### config.mk
export PLATFORM = sky130hd
export DESIGN_NAME = l2_request_responder
export DESIGN_NICKNAME = d
export VERILOG_FILES = /design/src/rtl/l2_request_responder.sv
export SDC_FILE = /design/constraint.sdc
export NUM_CORES = 1
export LEC_CHECK = 0
export ABC_CLOCK_PERIOD_IN_PS = 3070
export CORE_ASPECT_RATIO = 0.75
export CORE_MARGIN = 4
export CORE_UTILIZATION = 45
export CTS_BUF_LIST = sky130_fd_sc_hd__clkbuf_16
export DETAILED_ROUTE_END_ITERATION = 6
export GPL_TIMING_DRIVEN = 0
export HOLD_SLACK_MARGIN = 0.02
export PLACE_DENSITY = 0.81
export SLEW_MARGIN = 10
export SYNTH_ARGS = -nofsm -noshare
export SYNTH_HDL_FRONTEND = slang
export SYNTH_SLANG_ARGS = --single-unit
### constraint.sdc
create_clock -name clk -period 3.07 [get_ports clk]
set_clock_uncertainty 0.2 [all_clocks]
set_input_delay 0.921 -clock clk [delete_from_list [all_inputs] [get_ports clk]]
set_output_delay 0.921 -clock clk [all_outputs]
set_load 0.01 [all_outputs]
### src/rtl/l2_request_responder.sv
// L2-side responder for L1 miss traffic: one outstanding request answered after a
// fixed per-op latency, plus a single-entry back-invalidate (evict) buffer toward L1.
module l2_request_responder #(
  parameter int ADDRESS_WIDTH     = 32,
  parameter int BYTE_SELECT_WIDTH = 6,
  parameter int READ_LATENCY      = 4,
  parameter int WRITE_LATENCY     = 2,
  parameter int CNT_WIDTH         = 16
) (
  input  logic                     clk,
  input  logic                     rst,
  input  logic                     req_valid,
  output logic                     req_ready,
  input  logic [1:0]               req_op,
  input  logic [ADDRESS_WIDTH-1:0] req_addr,
  output logic                     resp_valid,
  input  logic                     resp_ready,
  output logic [1:0]               resp_op,
  output logic [ADDRESS_WIDTH-1:0] resp_addr,
  input  logic                     evict_in_valid,
  output logic                     evict_in_ready,
  input  logic [ADDRESS_WIDTH-1:0] evict_in_addr,
  output logic                     evict_valid,
  input  logic                     evict_ready,
  output logic [ADDRESS_WIDTH-1:0] evict_addr,
  output logic                     busy,
  output logic [CNT_WIDTH-1:0]     read_count,
  output logic [CNT_WIDTH-1:0]     write_count,
  output logic [CNT_WIDTH-1:0]     evict_count
);

  localparam int BLOCK_W = ADDRESS_WIDTH - BYTE_SELECT_WIDTH;
  localparam logic [ADDRESS_WIDTH-1:0] BLOCK_MASK =
    {{BLOCK_W{1'b1}}, {BYTE_SELECT_WIDTH{1'b0}}};

  localparam logic [7:0] RD_LOAD = 8'(READ_LATENCY - 1);
  localparam logic [7:0] WR_LOAD = 8'(WRITE_LATENCY - 1);

  localparam logic [1:0] ST_IDLE = 2'd0;
  localparam logic [1:0] ST_BUSY = 2'd1;
  localparam logic [1:0] ST_RESP = 2'd2;

  localparam logic [1:0] OP_READ   = 2'd0;
  localparam logic [1:0] OP_WRITE  = 2'd1;
  localparam logic [1:0] OP_IFETCH = 2'd2;

  logic [1:0] state;
  logic [7:0] cnt;
  logic [7:0] load_cnt;
  logic       pending;
  logic       hazard;
  logic       req_fire;
  logic       resp_fire;
  logic       evict_in_fire;
  logic       evict_fire;
  logic       req_is_read;
  logic       req_is_write;

  function automatic logic [ADDRESS_WIDTH-1:0] block_align(input logic [ADDRESS_WIDTH-1:0] a);
    return a & BLOCK_MASK;
  endfunction

  function automatic logic [CNT_WIDTH-1:0] sat_inc(input logic [CNT_WIDTH-1:0] c);
    return (&c) ? c : c + CNT_WIDTH'(1);
  endfunction

  // A request to a block still being back-invalidated must wait for the evict to land in L1
  assign hazard = pending &&
    (req_addr[ADDRESS_WIDTH-1:BYTE_SELECT_WIDTH] == evict_addr[ADDRESS_WIDTH-1:BYTE_SELECT_WIDTH]);

  assign req_ready      = !rst && (state == ST_IDLE) && !hazard;
  assign resp_valid     = (state == ST_RESP);
  assign busy           = (state != ST_IDLE);
  assign evict_valid    = pending;
  assign evict_in_ready = !pending;

  assign req_fire      = req_valid && req_ready;
  assign resp_fire     = resp_valid && resp_ready;
  assign evict_in_fire = evict_in_valid && evict_in_ready;
  assign evict_fire    = evict_valid && evict_ready;

  assign req_is_read  = (req_op == OP_READ) || (req_op == OP_IFETCH);
  assign req_is_write = (req_op == OP_WRITE);
  assign load_cnt     = req_is_write ? WR_LOAD : RD_LOAD;

  // Request FSM: illegal ops complete the handshake but never leave IDLE
  always_ff @(posedge clk) begin
    if (rst) begin
      state     <= ST_IDLE;
      cnt       <= '0;
      resp_op   <= '0;
      resp_addr <= '0;
    end else begin
      case (state)
        ST_IDLE: begin
          if (req_fire && (req_is_read || req_is_write)) begin
            resp_op   <= req_op;
            resp_addr <= block_align(req_addr);
            cnt       <= load_cnt;
            state     <= (load_cnt == 8'd0) ? ST_RESP : ST_BUSY;
          end
        end
        ST_BUSY: begin
          cnt <= cnt - 8'd1;
          if (cnt == 8'd1) state <= ST_RESP;
        end
        ST_RESP: begin
          if (resp_fire) state <= ST_IDLE;
        end
        default: state <= ST_IDLE;
      endcase
    end
  end

  always_ff @(posedge clk) begin
    if (rst) begin
      read_count  <= '0;
      write_count <= '0;
      evict_count <= '0;
    end else begin
      if (req_fire && req_is_read)  read_count  <= sat_inc(read_count);
      if (req_fire && req_is_write) write_count <= sat_inc(write_count);
      if (evict_fire)               evict_count <= sat_inc(evict_count);
    end
  end

  // Evict buffer: ready only when empty, so fill and drain never coincide
  always_ff @(posedge clk) begin
    if (rst) begin
      pending    <= 1'b0;
      evict_addr <= '0;
    end else if (evict_fire) begin
      pending <= 1'b0;
    end else if (evict_in_fire) begin
      pending    <= 1'b1;
      evict_addr <= block_align(evict_in_addr);
    end
  end

endmodule

-- Word-level counts from Yosys, hierarchy flattened
Cells that the tools add are included.
- register bits after elaboration: 113
- latch bits: 0
- RAM bits: 0
- bits in read-only memories: 0
- bits of input ports: 72
- word-level logic and storage cells: 65
- memories: 0
- add/subtract/negate cells: 4
- $mul: 0
- divide/modulo/power cells: 0
- order comparisons: 0
- equality and inequality tests: 9
- shift-type cells: 0
- multiplexer cells: 8
- bitwise logic cells: 4
- reduce and logical (&&, ||, !) cells: 31
- operator list (kind ; count):
    adder 16 x 1 -> 16 bit (second input constant) ; 3
    AND reduction 16 bit ; 3
    equality test 26 bit ; 1
    case mux 8 bit (2 select lines) ; 1
    AND reduction 2 bit ; 6
    logical AND 1 bit ; 10
    two-way mux 2 bit ; 5
    equality test 8 x 1 -> 1 bit (second input constant) ; 1
    zero test 8 bit ; 1
    two-way mux 8 bit ; 1
    subtractor 8 x 1 -> 8 bit (second input constant) ; 1
    case mux 2 bit (3 select lines) ; 1
    equality test 2 x 1 -> 1 bit (second input constant) ; 2
    equality test 2 bit (second input constant) ; 2
    zero test 2 bit ; 2
    != test 2 x 1 -> 1 bit (second input constant) ; 2
    NOT 1 bit ; 4
    nonzero test 2 bit ; 2
    zero test 1 bit ; 3
    AND reduction 3 bit ; 1
    logical OR 1 bit ; 2
    != test 2 bit (second input constant) ; 1
    OR reduction 2 bit ; 1

-- Longest topological paths before layout
- word-level depth: 8
- mapped depth: 10

-- Least setup slack after synthesis
OpenSTA, ideal clock, no wires.
- path type: input -> output
- from: input port req_addr[24]
- to: output port req_ready
- arrival: 1.948 ns
- required time: 1.949 ns
- slack: 0.001 ns
- stages on the path: 5
- cells stage by stage: xnor2_1 nand4_1 or4_4 nor2_2 nor3_1
- cells in the longest elaborated chain, start to end: 4
- ends and longest elaborated chain (what ; RTL line ; source):
    from (decl) ; 15 ; input logic [ADDRESS_WIDTH-1:0] req_addr,
    equality test 26 bit ; 69 ; (req_addr[ADDRESS_WIDTH-1:BYTE_SELECT_WIDTH] == evict_addr[ADDRESS_WIDTH-1:BYTE_SELECT_WIDTH]);
    logical AND 1 bit ; 68 ; assign hazard = pending &&
    zero test 1 bit ; 71 ; assign req_ready = !rst && (state == ST_IDLE) && !hazard;
    logical AND 1 bit ; 71 ;
    to (decl) ; 13 ; output logic req_ready,
No other way between the ends.

-- Worst setup path in the final report
- from: input port req_addr[7]
- to: output port req_ready
Same word-level chain as after synthesis.

==> results.json <==
{
  "grt_max_degree": 17,
  "io_pins": 191,
  "ant_nets": 0,
  "ys_ff_latch": 113,
  "syn_area_mm2": 0.00526,
  "status": "finished, violations left",
  "clk_path_buf_depth": 2,
  "ys_warn_count": 0,
  "hold_violations": 0,
  "ys_seq_area_share_pct": 43.0,
  "final.setup.worst_slack_ps": -426,
  "drt_iter0_markers": 521,
  "drc_errors": 0,
  "cts_tree": "built",
  "cts-htree-levels": 4,
  "hold_class": "reg -> reg",
  "vias": 5615,
  "nets": 926,
  "core_area_mm2": 0.0112,
  "setup-violations-final": 19,
  "dpl.hpwl_um": 12500,
  "die_w_um": 133,
  "yosys_most_used_dff": "dfxtp_1",
  "grt_pass1_vias": 5633,
  "worst_pin_slew_ps": 723,
  "clock.fmax_mhz": 286,
  "area_growth_pct": 58.1,
  "dieArea_mm2": 0.0135,
  "grt_overflow": 0,
  "clkSlewWorstSetupHoldPaths_ps": 50,
  "leakage_nw": 3.05,
  "fin_util_pct": 74.4,
  "cp-startpoint": "req_addr[7]",
  "synth.distinct_cells": 49,
  "crit_path_end_kind": "primary output",
  "antenna_found_initial": 1,
  "clock_latency_ps": 400,
  "slew_headroom_pct": 51.8,
  "cts-root-buf": "clkbuf_16",
  "required_ps": 1950,
  "cap_viol_max_count": 0,
  "holdCritStartpoint": "resp_addr[30]",
  "syn_inst": 619,
  "violations": "negative setup slack",
  "dpl.cell_count": 952,
  "rr_startpoint": "evict_addr[10]",
  "ir_drop_mv": 0.387,
  "fin_area_mm2": 0.00832,
  "rsz0062_at_grt": "yes",
  "fin_crit_sh_pct": 114,
  "fin_cells": 1017,
  "drt_wl_total_um": 18600,
  "cts_inserted_buffers": 17,
  "dr.pass1.iters": 5,
  "most-common-layout-cells": "clkdlybuf4s50_1, dfxtp_1, nand2_1, nor2_1, a21oi_1",
  "fp-row-count": 33,
  "portBuffers": 165,
  "finalCriticalPeriod_ps": 3500,
  "crit_type": "in -> out",
  "drive_gt1_share_pct": 15.9,
  "drt-wirelength-per-cell_um": 18.3,
  "gp_congestion": 0.880,
  "start_util_pct": 47.0,
  "dieHeight_um": 102,
  "track_usage_pct": 27.1,
  "ys_async_sr_fraction_pct": 0,
  "mostFrequentLayoutCell": "clkdlybuf4s50_1",
  "start_kind": "primary input",
  "avgSynthCellArea_um2": 8.50,
  "placed_area_mm2": 0.00715,
  "cts.sinks": 113,
  "grt_pass1_wl_um": 29200,
  "worstPathArrival_ps": 2370,
  "power_density_mw_per_mm2": 489,
  "critPathMaxFanout": 2,
  "synth_edf_count": 0,
  "slew_violations": 0,
  "viasPerCell": 5.52
}
==> power by group <==
| part | internal, W | leakage (nW) | total, W | switching, W |
|---|---|---|---|---|
| registers | 0.00152 | 0.918 | 0.00157 | 0.0000520 |
| logic | 0.000313 | 1.86 | 0.000613 | 0.000300 |
| clock network | 0.00123 | 0.274 | 0.00188 | 0.000644 |
| total | 0.00307 | 3.05 | 0.00407 | 0.000996 |
==> Yosys cell counts, types with 3 or more instances <==
cell type | number | share of area [%]
or3_1 | 13 | 1.5
nand3_1 | 26 | 2.5
clkbuf_1 | 20 | 1.4
nand2_1 | 73 | 5.2
mux2i_1 | 27 | 5.1
buf_2 | 5 | 0.48
nand4_1 | 15 | 1.8
dfxtp_1 | 113 | 43
o21a_1 | 10 | 1.4
o21ai_0 | 13 | 1.2
a311oi_1 | 4 | 0.67
ha_1 | 5 | 1.2
and3_1 | 10 | 1.2
nor4_1 | 9 | 1.1
xnor2_1 | 38 | 6.3
buf_4 | 16 | 2.3
o31ai_1 | 7 | 1.0
o21ai_1 | 4 | 0.38
nor2b_1 | 5 | 0.59
o311ai_0 | 4 | 0.67
nor4_2 | 3 | 0.71
a21oi_1 | 53 | 5.0
and2_1 | 3 | 0.36
o41ai_1 | 4 | 0.67
a31oi_1 | 6 | 0.71
or4_1 | 7 | 1.0
nor3_1 | 12 | 1.1
nor2_1 | 62 | 4.4
or2_2 | 3 | 0.36
o31a_1 | 5 | 0.83
inv_1 | 15 | 1.1
nand2b_1 | 4 | 0.48
==> repair_timing <==
item                                    in CTS  in global routing
setup buffers                               34                  9
hold buffers                                 0                  0
pin swaps                                   42                 24
cloned                                       2                  1
endpoints found under the setup margin      13                 59
gates resized for setup                    124                 24
==> state kept, by name, summed over array words and instances (netlist names) <==
signal       cells
evict_addr      26
resp_addr       26
evict_count     16
read_count      16
write_count     16
cnt              8
resp_op          2
state            2
evict_valid      1
==> cells by family (layout without fill, tap and decap cells) <==
kind of cell,count (synthesis),count (layout),synth area share (%)
muxes,29,29,5.56
other,1,13,0.0712
AOI/OAI and AO/OA,119,119,14.0
buffers and inverters,59,288,5.75
DFF,113,113,43.0
xor gates and xnor gates,40,40,6.66
adders and majority gates,5,5,1.19
and+or+nand+nor,253,253,23.7
==> stage by stage <==
| stage | setup slack, ps | power, W | hold WS (ps) | TNS (ps) |
|---|---|---|---|---|
| 5_1_grt | -426 | 0.00420 | 316 | -3180 |
| 6_report | -426 | 0.00407 | 292 | -1260 |
| 3_3_place_gp | -1270 | 0.00209 | 265 | -22470 |
| 3_5_place_dp | -1280 | 0.00211 | 274 | -24150 |
| 2_1_floorplan | 1.23 | 0.00185 | 243 | 0 |
| 4_1_cts | -375 | 0.00404 | 286 | -560 |
==> per-layer routing <==
layer | wire (um) | track usage [%] | vias to the layer above
met4 | 741 | 15.4 | 0
met3 | 1410 | 6.90 | 72
met1 | 7730 | 33.3 | 2654
met2 | 8760 | 43.7 | 274
li1 | - | - | 2615
met5 | 0 | 0 | -
==> critical path, stage by stage <==
cell and delay, ps:
buf_6 110, xnor2_4 150, nand4_1 200, or4_4 620, nor2_4 140, nor3_2 60
buf_2 170
==> path summary, 6_finish.rpt <==
kind         depth (start not counted)         endpoint  slack (ps)
max                                  7        req_ready        -430
min                                  2    resp_addr[30]         290
max reg2reg                         14  write_count[10]         200
min reg2reg                          2    resp_addr[30]         290
==> final cells by class <==
class | instances | area [um^2]
inverters | 15 | 56.3
multi-input cells | 458 | 2980
repair buffers | 200 | 1990
diodes | 1 | 2.50
flip-flops and latches | 113 | 2260
plain buffers | 44 | 284
clock buffers | 17 | 425
clock inverters | 12 | 126
fillers | 736 | 2870
well taps | 157 | 196
No activity file was read; power rests on OpenSTA's default activity.
